File: src/rtl/ncl_sync_tx.sv
// Clocked-to-NCL dual-rail transmitter: a valid/ready FIFO feeds a four-phase
// DATA/NULL handshake paced by a synchronized NCL completion signal (ki).
module ncl_sync_tx #(
  parameter int WIDTH       = 8,
  parameter int DEPTH       = 4,
  parameter int SYNC_STAGES = 2,
  parameter int TIMEOUT     = 1024
) (
  input  logic             clk,
  input  logic             rsb,
  input  logic [WIDTH-1:0] in_data,
  input  logic             in_valid,
  output logic             in_ready,
  input  logic             ki,
  output logic [WIDTH-1:0] out_t,
  output logic [WIDTH-1:0] out_f,
  output logic             busy,
  output logic [15:0]      tx_count,
  output logic             stall
);
  localparam int AW  = $clog2(DEPTH);
  localparam int WDW = $clog2(TIMEOUT + 1);
  localparam logic [WDW-1:0] WD_MAX = WDW'(TIMEOUT);

  typedef enum logic {IDLE = 1'b0, DATA = 1'b1} state_t;

  state_t              state_q, state_d;
  logic [WIDTH-1:0]    mem_q [DEPTH];
  logic [AW:0]         wr_ptr_q, wr_ptr_d;
  logic [AW:0]         rd_ptr_q, rd_ptr_d;
  logic [SYNC_STAGES-1:0] ki_sync_q, ki_sync_d;
  logic [WIDTH-1:0]    out_t_q, out_t_d;
  logic [WIDTH-1:0]    out_f_q, out_f_d;
  logic [15:0]         tx_count_q, tx_count_d;
  logic [WDW-1:0]      wd_q, wd_d;
  logic                stall_q, stall_d;
  logic                ki_s, empty, full, push, load, leave;
  logic [WIDTH-1:0]    head;

  // Extra pointer MSB distinguishes full from empty when the indices match.
  assign empty = (wr_ptr_q == rd_ptr_q);
  assign full  = (wr_ptr_q[AW] != rd_ptr_q[AW]) &&
                 (wr_ptr_q[AW-1:0] == rd_ptr_q[AW-1:0]);
  assign head  = mem_q[rd_ptr_q[AW-1:0]];
  assign ki_s  = ki_sync_q[SYNC_STAGES-1];
  assign push  = in_valid & ~full;

  always_ff @(posedge clk) begin
    if (push) mem_q[wr_ptr_q[AW-1:0]] <= in_data;
  end

  always_ff @(posedge clk or negedge rsb) begin
    if (!rsb) state_q <= IDLE;
    else      state_q <= state_d;
  end

  always_comb begin
    state_d = state_q;
    case (state_q)
      IDLE:    if (!empty && ki_s) state_d = DATA;
      DATA:    if (!ki_s)          state_d = IDLE;
      default: state_d = IDLE;
    endcase
  end

  // All rails come from one register, so a wavefront is applied as a whole word.
  always_comb begin
    load       = (state_q == IDLE) && (state_d == DATA);
    leave      = (state_q == DATA) && (state_d == IDLE);
    out_t_d    = out_t_q;
    out_f_d    = out_f_q;
    wr_ptr_d   = wr_ptr_q + {{AW{1'b0}}, push};
    rd_ptr_d   = rd_ptr_q + {{AW{1'b0}}, leave};
    tx_count_d = tx_count_q + {15'd0, leave};
    ki_sync_d  = {ki_sync_q[SYNC_STAGES-2:0], ki};
    wd_d       = wd_q;
    stall_d    = stall_q;
    if (load) begin
      out_t_d = head;
      out_f_d = ~head;
    end
    if (leave || state_q == IDLE) begin
      if (leave) begin
        out_t_d = '0;
        out_f_d = '0;
      end
      wd_d = '0;
    end else begin
      if (wd_q != WD_MAX) wd_d = wd_q + WDW'(1);
      if (wd_d == WD_MAX) stall_d = 1'b1;
    end
  end

  always_ff @(posedge clk or negedge rsb) begin
    if (!rsb) begin
      wr_ptr_q   <= '0;
      rd_ptr_q   <= '0;
      ki_sync_q  <= '0;
      out_t_q    <= '0;
      out_f_q    <= '0;
      tx_count_q <= '0;
      wd_q       <= '0;
      stall_q    <= 1'b0;
    end else begin
      wr_ptr_q   <= wr_ptr_d;
      rd_ptr_q   <= rd_ptr_d;
      ki_sync_q  <= ki_sync_d;
      out_t_q    <= out_t_d;
      out_f_q    <= out_f_d;
      tx_count_q <= tx_count_d;
      wd_q       <= wd_d;
      stall_q    <= stall_d;
    end
  end

  assign in_ready = ~full;
  assign busy     = (state_q == DATA) | ~empty;
  assign out_t    = out_t_q;
  assign out_f    = out_f_q;
  assign tx_count = tx_count_q;
  assign stall    = stall_q;

endmodule

File: config.mk
export PLATFORM = sky130hd
export DESIGN_NAME = ncl_sync_tx
export DESIGN_NICKNAME = d
export VERILOG_FILES = /design/src/rtl/ncl_sync_tx.sv
export SDC_FILE = /design/constraint.sdc
export NUM_CORES = 1
export LEC_CHECK = 0
export ABC_AREA = 1
export CELL_PAD_IN_SITES_DETAIL_PLACEMENT = 0
export CELL_PAD_IN_SITES_GLOBAL_PLACEMENT = 2
export CORE_MARGIN = 2
export CORE_UTILIZATION = 32
export CTS_BUF_LIST = sky130_fd_sc_hd__clkbuf_16
export DETAILED_ROUTE_END_ITERATION = 6
export HOLD_SLACK_MARGIN = 0.08
export PLACE_DENSITY_LB_ADDON = 0.1
export SLEW_MARGIN = 20
export SYNTH_ARGS = -nofsm -noshare
export SYNTH_HDL_FRONTEND = slang
export SYNTH_SLANG_ARGS = --single-unit
export TNS_END_PERCENT = 5
File: constraint.sdc
create_clock -name clk -period 1.8 [get_ports clk]
set_input_delay 0.36 -clock clk [delete_from_list [all_inputs] [get_ports clk]]
set_output_delay 0.36 -clock clk [all_outputs]
set_load 0.05 [all_outputs]
# Yosys cells after proc, flatten, opt, wreduce, memory -nomap -nowiden
# Memory sizes are Yosys's and may differ from the RTL's.
# Index checks and enable logic that the tools add are counted.
[word_totals]
latch_bits = 0
romBits = 0
out_inout_bits = 35
memories = 1
elab_cells = 48
ramBits = 32
register_bits = 53
inputBits = 12
[memory_table]
columns = ["memory", "words", "width", "read_ports", "rd_ports_with_merged_regs", "write_ports", "line", "source"]
rows = [
  ["mem_q", 4, 8, 1, 0, 1, "28", "logic [WIDTH-1:0] mem_q [DEPTH];"],
]
[op_classes]
shift = 0
bitwise_logic = 8
div_mod_pow = 0
magnitude_cmp = 0
eq_ne = 5
muxes = 14
add_sub_neg = 4
reduce_logical = 7
mul = 0
[op_table]
columns = ["cell", "n"]
rows = [
  ["$mux 8", 6],
  ["$mux 11", 3],
  ["$add 16x1->16", 1],
  ["$add 11x1->11 const B", 1],
  ["$eq 11x11->1 const B", 1],
  ["$ne 11x11->1 const B", 1],
  ["$not 8->8", 1],
  ["$add 3x1->3", 2],
  ["$not 1->1", 5],
  ["$logic_and 1x1->1", 4],
  ["$mux 1", 4],
  ["$eq 3x3->1", 1],
  ["$eq 2x2->1", 1],
  ["$pmux 1 s2", 1],
  ["$reduce_and 2->1", 1],
  ["$and 1x1->1", 1],
  ["$logic_not 1->1", 1],
  ["$logic_or 1x1->1", 1],
  ["$ne 1x1->1", 1],
  ["$or 1x1->1", 1],
]

# Longest topological paths before layout
# Gate-level depths: netlist of run 1.
[depth]
word_depth = 11
mapped_depth = 12

# Least setup slack after synthesis of run 1
# Ideal clock, no wire load.
[synth_timing]
path_kind = "register to register"
from = "register rd_ptr_q[0]"
to = "memory mem_q[0][0] (enable)"
path_buffers = 1
arrival_ps = 1931
path_stages_with_launch = 7
slack_ps = -514
required_ps = 1417
cell_sequence = "dfrtp_1 buf_6 xor2_1 nor2_2 nand2_1 nand2_1 nor3_1"
[synth_via]
elab_chain_cells = 6
[synth_lines]
columns = ["item", "line", "source"]
rows = [
  ["from (decl)", "30", "logic [AW:0] rd_ptr_q, rd_ptr_d;"],
  ["from (signal assigned)", "106", "rd_ptr_q <= rd_ptr_d;"],
  ["$eq 2x2->1", "43", "(wr_ptr_q[AW-1:0] == rd_ptr_q[AW-1:0]);"],
  ["$logic_and 1x1->1", "42", "assign full = (wr_ptr_q[AW] != rd_ptr_q[AW]) &&"],
  ["$not 1->1", "-", ""],
  ["net in_ready", "13", "output logic in_ready,"],
  ["$and 1x1->1", "46", "assign push = in_valid & ~full;"],
  ["$mux 1", "49", "if (push) mem_q[wr_ptr_q[AW-1:0]] <= in_data;"],
  ["$mux 1 (not written as such)", "49", ""],
  ["to (decl)", "28", ""],
]
# The timed path passes the listed nets, and every way through them passes these cells.

# Final worst setup path of run 1
[layout_timing]
from = "register wr_ptr_q[1]"
to = "output port busy"
[layout_via]
elab_chain_cells = 3
[layout_lines]
columns = ["item", "line", "source"]
rows = [
  ["from (decl)", "29", "logic [AW:0] wr_ptr_q, wr_ptr_d;"],
  ["from (signal assigned)", "105", "wr_ptr_q <= wr_ptr_d;"],
  ["$eq 3x3->1", "41", "assign empty = (wr_ptr_q == rd_ptr_q);"],
  ["$not 1->1", "117", "assign busy = (state_q == DATA) | ~empty;"],
  ["$or 1x1->1", "117", ""],
  ["to (decl)", "17", "output logic busy,"],
]
# No other way between the ends.

==> run metrics, run 1 <==
PD cells=1624 nW/um^2; ranking of synthesized cells by area=dfrtp_1, edfxtp_1, nand2_1; first-pass GRT wire length=about 14 mm; Ports=between 40 and 50; failing checks=setup timing; Final Instance Area=4826 sq um; DP Area=4517 sq um; total track usage=0.1452; critical-path cell list=xor2_1, nor2_2, nand2_4, nor2_4, inv_2, buf_6; Worst Path Arrival=1470 ps; Rel. slew slack=0.7638; fin crit period=1829 ps; Critical Path Source Type=flop; hold path start=ki_sync_q[0]$_DFF_PN0_; Setup CP Type=flop to primary output; NumNets Final=444; Synth area leader=dfrtp_1; max-cap violations=0; antenna violations before repair=0; Peak VDD IR=around 1.2 mV; CTS root buf=clkbuf_16; core area=~11,000 sq um; R2R cell count=9; RePlAce Congestion=between 0.7 and 0.8; Starting Density=0.3275; NetSw=3.241 mW; Worst Path Buf+Inv=2; Cell Int Power=4.597 mW; type of the worst min-delay path=flop to flop; Area Overhead vs Synth=29.04%; CP max FO=2; Die Height=112.1 um; # DRC=0; clk slew on worst S/H paths=60 ps; DR WL/cell=~15 um; Placement Rows=39; Peak Freq=546.9 MHz; Max stage delay on crit path=390 ps; fin. max-slew vios=0; Via Count=2,561; most frequent cells in the layout=nand2_1, nor2_1, dfrtp_1, buf_4, inv_1; CTS H-tree depth=3; crit-path leading delay family=flip-flops; die area=12,570 sq um; Crit-path slowest cell=dfrtp_1; Synth warnings=0; final hold viol count=0; DRT Pass-1 Iters=4; post-synthesis average cell area=10.48 sq um; Comb pwr share=0.432; synthesized area=3740 sq um; FF-to-FF Start=wr_ptr_q[1]$_DFF_PN0_; worst path required time=1440 ps; commonest non-fill, non-tap cell in the layout=nand2_1; Hold Path End=ki_sync_q[1]$_DFF_PN0_; clock skew=approximately 9.6 ps; Least-Margin Pin Slew=351.1 ps; setup TNS=-34.17 ps; Distinct cells, synth=30; Seq pwr share=0.354; Die Width=112.1 um; CTS tree=yes; number of vias per cell=4.477; sequential cell area fraction in the yosys report=0.6116; largest net degree at the start of global routing=54; DRT Wirelength=approximately 8.3 mm; layout cell share with drive strength beyond 1=0.2401; Leakage=2.177 nW; Net Sw Frac=0.4135; met3 global-route usage=0.04266; Syn Nets=between 300 and 400; Final WS setup=-28.52 ps; reg-to-reg endpoint=wr_ptr_q[2]$_DFF_PN0_; hold_ws=351.3 ps; PortBufs=46; Top Usage Layer GRT=met2; CTS buffer count=9; maximum buffer depth of the clock tree=2; RSZ-0062 raised after global routing=true; Synth Register Bits=85; FF-to-FF setup slack=90 ps; final setup vio count=2; hpwl dp=6.018 mm; endpoint class of the critical path=primary output; initial DRC count=104; Cells on Worst Hold Path=0; clock share of power=0.214; # diodes=0; antenna-violating nets left=0; clock net sink count=85; Worst-Skew Late Latency=340 ps; Overflow after GRT=0; Crit path depth=6; status=finished, violations left; final worst-path cycle share=1.016; GR met1 Demand/Resource=0.1797; met2 layer usage reported by global route=0.2430; vias in the first global route=2,790; Mapped Cells=357; Yosys top cell area share=0.3546
-- cell families after synthesis --
| logic type | Yosys count | share of synthesized area |
|---|---|---|
| AND/OR/NAND/NOR | 155 | 0.1880 |
| flip-flops | 85 | 0.6116 |
| buffers and inverters | 46 | 0.05587 |
| AO/OA/AOI/OAI | 41 | 0.06424 |
| XOR/XNOR | 22 | 0.05353 |
| adder cells (fa/ha/maj) | 8 | 0.02677 |
-- per-layer routing --
metal,up-vias,share of wire
li1,1302,-
met1,1214,0.47
met2,37,0.49
met3,8,0.033
met4,0,0.013
met5,-,0
-- state kept, by name, summed over array words and instances, names as in the netlist --
signal     cells
mem_q         32
tx_count      16
wd_q          11
out_f          8
out_t          8
rd_ptr_q       3
wr_ptr_q       3
ki_sync_q      2
stall          1
state_q        1
-- through the flow --
step / util / total power, mW / setup WS [ps] / instances
final: 0.4226 / 7.838 / -28.52 / 572
after global routing: 0.4226 / 8.359 / -99.45 / 572
after CTS: 0.4215 / 7.979 / -69.17 / 572
after detailed placement: 0.3956 / 6.198 / 68.90 / 554
after global placement: 0.3956 / 6.182 / 103.1 / 554
after floorplan: - / 5.067 / -31.48 / 357
-- area by class of cell --
class	instances	area, sq um
tap	143	178.9
timing repair buffer	64	584.3
sequential	85	2287
inverter	38	145.1
fill	1141	6593
clock buffer	9	225.2
multi-input combinational	226	1363
clock inverter	7	42.54
-- how the worst max path moves through the flow --
stage	slack [ps]	to	from
floorplan	-30	tx_count[12]$_DFF_PN0_	state_q$_DFF_PN0_
finish	-30	busy	wr_ptr_q[1]$_DFF_PN0_
global route	-100	busy	wr_ptr_q[1]$_DFF_PN0_
CTS	-70	busy	wr_ptr_q[1]$_DFF_PN0_
detailed placement	70	tx_count[12]$_DFF_PN0_	state_q$_DFF_PN0_
global placement	100	tx_count[12]$_DFF_PN0_	state_q$_DFF_PN0_
-- cell usage after synthesis --
| master | count |
|---|---|
| nor3_1 | 5 |
| nor2_2 | 3 |
| o21ai_1 | 10 |
| ha_1 | 8 |
| buf_12 | 1 |
| xor2_1 | 15 |
| nor2_4 | 1 |
| nor4_1 | 1 |
| or2_1 | 1 |
| nand3b_1 | 2 |
| clkbuf_1 | 1 |
| o21ai_0 | 10 |
| dfrtp_1 | 53 |
| xnor2_2 | 1 |
| nand3_1 | 10 |
| inv_2 | 3 |
| nand2_4 | 3 |
| buf_2 | 4 |
| nor2_1 | 55 |
| nand3_4 | 1 |
| inv_1 | 35 |
| edfxtp_1 | 32 |
| buf_6 | 2 |
| a21oi_1 | 11 |
| nand4_2 | 1 |
| nand4_1 | 12 |
| o22ai_1 | 1 |
| a21oi_2 | 9 |
| xnor2_1 | 6 |
| nand2_1 | 60 |
-- worst register-to-register path: cells and delay by family, from the launching register on --
kind          cells  cell delay [ps]
simple gates      3              360
buf+inv           2              210
flops             1              390
xor+xnor          2              310
fa+ha+maj         2              320
-- power groups by stage --
stage,Clock [mW],Combinational (mW),Sequential [mW]
floorplan,0,1.56,3.50
global placement,0,3.37,2.81
detailed placement,0,3.39,2.81
CTS,1.74,3.45,2.78
global route,1.83,3.70,2.83
finish,1.67,3.39,2.78
-- timing repair --
| item | CTS | global route |
|---|---|---|
| setup buffers | 1 | 0 |
| hold endpoints to repair | 53 | 0 |
| hold buffers | 1 | 0 |
| resized for setup | 4 | 3 |
| endpoints found under the setup margin | 1 | 5 |
| pin swaps | 2 | 1 |
Note: power is estimated with default switching activity, not from simulation.
==> inputs of run 2 (changes only) <==
--- a/config.mk
+++ b/config.mk
@@ -14,6 +14,8 @@
 export DETAILED_ROUTE_END_ITERATION = 6
 export HOLD_SLACK_MARGIN = 0.08
 export PLACE_DENSITY_LB_ADDON = 0.1
+export RECOVER_POWER = 50
+export SKIP_CTS_REPAIR_TIMING = 1
 export SLEW_MARGIN = 20
 export SYNTH_ARGS = -nofsm -noshare
 export SYNTH_HDL_FRONTEND = slang
==> run 2 against run 1 <==
Compared with the run above:
- the flow still finishes with violations (setup timing)
- critical path type unchanged
- global-route usage barely moved
- worst setup slack got worse by 5.1 ps
- design area fell by 0.26%
- clock skew barely moved
- first-iteration DRC count fell by 7.7%
- die area did not move
- power fell by 0.14%
- critical path depth unchanged
==> run metrics, run 2 (synthesis gave the netlist of run 1 again) <==
status=finished, violations left; failing checks=setup timing; WL met2=4.052 mm (+0.25%); number of vias per cell=4.476 (about the same); dpl ws=68.90 ps (unchanged); hold_ws=351.3 ps (-0.009000 ps); Die Height=112.1 um (unchanged); Die Width=112.1 um (unchanged); clock share of power=0.213 (about the same); Via Count=2,560 (-0.039%); Cells on Worst Hold Path=0 (unchanged); Worst Path Buf+Inv=2 (unchanged); clock skew=9.733 ps (+0.1049 ps); met3 wire len=271 um (-0.37%); Rel. slew slack=0.4869 (-0.2769); fin crit period=1834 ps (+5.108 ps); CTS tree=yes; top sig layer=met4; critical-path cell list=xor2_1, nor2_2, nand2_4, nor2_4, inv_2, buf_6; most frequent cells in the layout=nand2_1, nor2_1, dfrtp_1, buf_4, inv_1; final setup vio count=2 (unchanged); antenna violations before repair=0 (unchanged); total track usage=0.1449 (-0.0002301); Seq pwr share=0.355 (about the same); Starting Density=0.3275 (unchanged); Crit path depth=6 (unchanged); placed cells=554 (unchanged); Max stage delay on crit path=390 ps (about the same); crit-path leading delay family=flip-flops; maximum buffer depth of the clock tree=2 (unchanged); layout cell share with drive strength beyond 1=0.2401 (unchanged); Placement Rows=39 (unchanged); RePlAce Congestion=0.7566 (unchanged); R2R cell count=9 (unchanged); fill count=1,143 (+0.18%); # DRC=0 (unchanged); first-pass GRT wire length=13.99 mm (-0.24%); DR WL/cell=14.52 um (-0.12%); type of the worst min-delay path=flop to flop; clock net sink count=85 (unchanged); initial DRC count=96 (-7.7%); # diodes=0 (unchanged); Final WS setup=-33.63 ps (-5.108 ps); clk slew on worst S/H paths=60 ps (about the same); final hold viol count=0 (unchanged); total power=7.826 mW (-0.14%); CP max FO=2 (unchanged); Worst-Skew Late Latency=340 ps (about the same); hpwl dp=6.018 mm (unchanged); max-cap violations=0 (unchanged); endpoint class of the critical path=primary output; NumNets Final=444 (unchanged); Overflow after GRT=0 (unchanged); Ports=47 (unchanged); DRT Wirelength=8.308 mm (-0.12%); CTS H-tree depth=3 (unchanged); die area=12,570 sq um (unchanged); Area Overhead vs Synth=28.71%; Worst Path Arrival=1470 ps (about the same); fin. max-slew vios=0 (unchanged); PortBufs=46 (unchanged); Least-Margin Pin Slew=769.7 ps (+418.6 ps); DRT Pass-1 Iters=4 (unchanged); Peak VDD IR=1.206 mV (-0.19%); PD cells=1626 nW/um^2 (+0.11%); core area=11,420 sq um (unchanged); post-route met1 wirelength=3.880 mm (-0.49%); NetSw=3.237 mW (-0.12%); CTS buffer count=9 (unchanged); Cell Int Power=4.590 mW (-0.16%); largest net degree at the start of global routing=54 (unchanged); CTS root buf=clkbuf_16; antenna-violating nets left=0 (unchanged); Crit-path slowest cell=dfrtp_1; vias in the first global route=2,794 (+0.14%); commonest non-fill, non-tap cell in the layout=nand2_1; Setup CP Type=flop to primary output; worst path required time=1440 ps (about the same); setup TNS=-48.17 ps (-14.00 ps); Comb pwr share=0.432 (about the same); Net Sw Frac=0.4136 (about the same); Post-Layout Cell Count=572 (unchanged); Critical Path Source Type=flop; Peak Freq=545.4 MHz (-0.28%); final worst-path cycle share=1.019 (+0.002838); RSZ-0062 raised after global routing=true; max reg flops=32 (unchanged); Leakage=2.174 nW (-0.11%)
## run 2: changes by cell type in the layout (fill, tap and decap cells not counted)
cell	before	now
clkdlybuf4s50_1	10	1
dlygate4sd3_1	1	10
clkbuf_4	0	1
buf_12	6	5
## run 2: metrics by stage
| stage | util | instance area [sq um] |
|---|---|---|
| final | 0.4215 | 4813 |
| after global routing | 0.4215 | 4813 |
| after CTS | 0.4190 | 4785 |
| after detailed placement | 0.3956 | 4517 |
| after global placement | 0.3956 | 4517 |
| after floorplan | - | 3841 |
## run 2: power groups by stage
stage / registers, mW / clock network, mW / logic, mW
after floorplan: 3.50 / 0 / 1.56
after global placement: 2.81 / 0 / 3.37
after detailed placement: 2.81 / 0 / 3.39
after CTS: 2.78 / 1.74 / 3.39
after global routing: 2.83 / 1.83 / 3.69
final: 2.78 / 1.67 / 3.38
## run 2: layout make-up
class / count / area, sq um / area share
Inverter: 38 / 145.1 / 0.03015
Clock inverter: 7 / 42.54 / 0.008838
Clock buffer: 9 / 225.2 / 0.04679
Multi-Input combinational cell: 226 / 1363 / 0.2831
Timing Repair Buffer: 64 / 571.8 / 0.1188
Sequential cell: 85 / 2287 / 0.4752
Tap cell: 143 / 178.9 / 0.03717
## run 2: metal layers
metal  up-vias  global-route usage
met2        37              0.2442
met5         -                   0
met1      1214              0.1776
li1       1301                   -
met4         0             0.05122
met3         8             0.04320
## run 2: path summary, 6_finish.rpt
| path | start | end | slack [ps] |
|---|---|---|---|
| min | ki_sync_q[0]$_DFF_PN0_ | ki_sync_q[1]$_DFF_PN0_ | 350 |
| max reg2reg | wr_ptr_q[1]$_DFF_PN0_ | wr_ptr_q[2]$_DFF_PN0_ | 90 |
| min reg2reg | ki_sync_q[0]$_DFF_PN0_ | ki_sync_q[1]$_DFF_PN0_ | 350 |
| max | wr_ptr_q[1]$_DFF_PN0_ | busy | -30 |
| max in group asynchronous | rsb | rd_ptr_q[1]$_DFF_PN0_ | 550 |
| min in group asynchronous | rsb | wd_q[7]$_DFF_PN0_ | 730 |
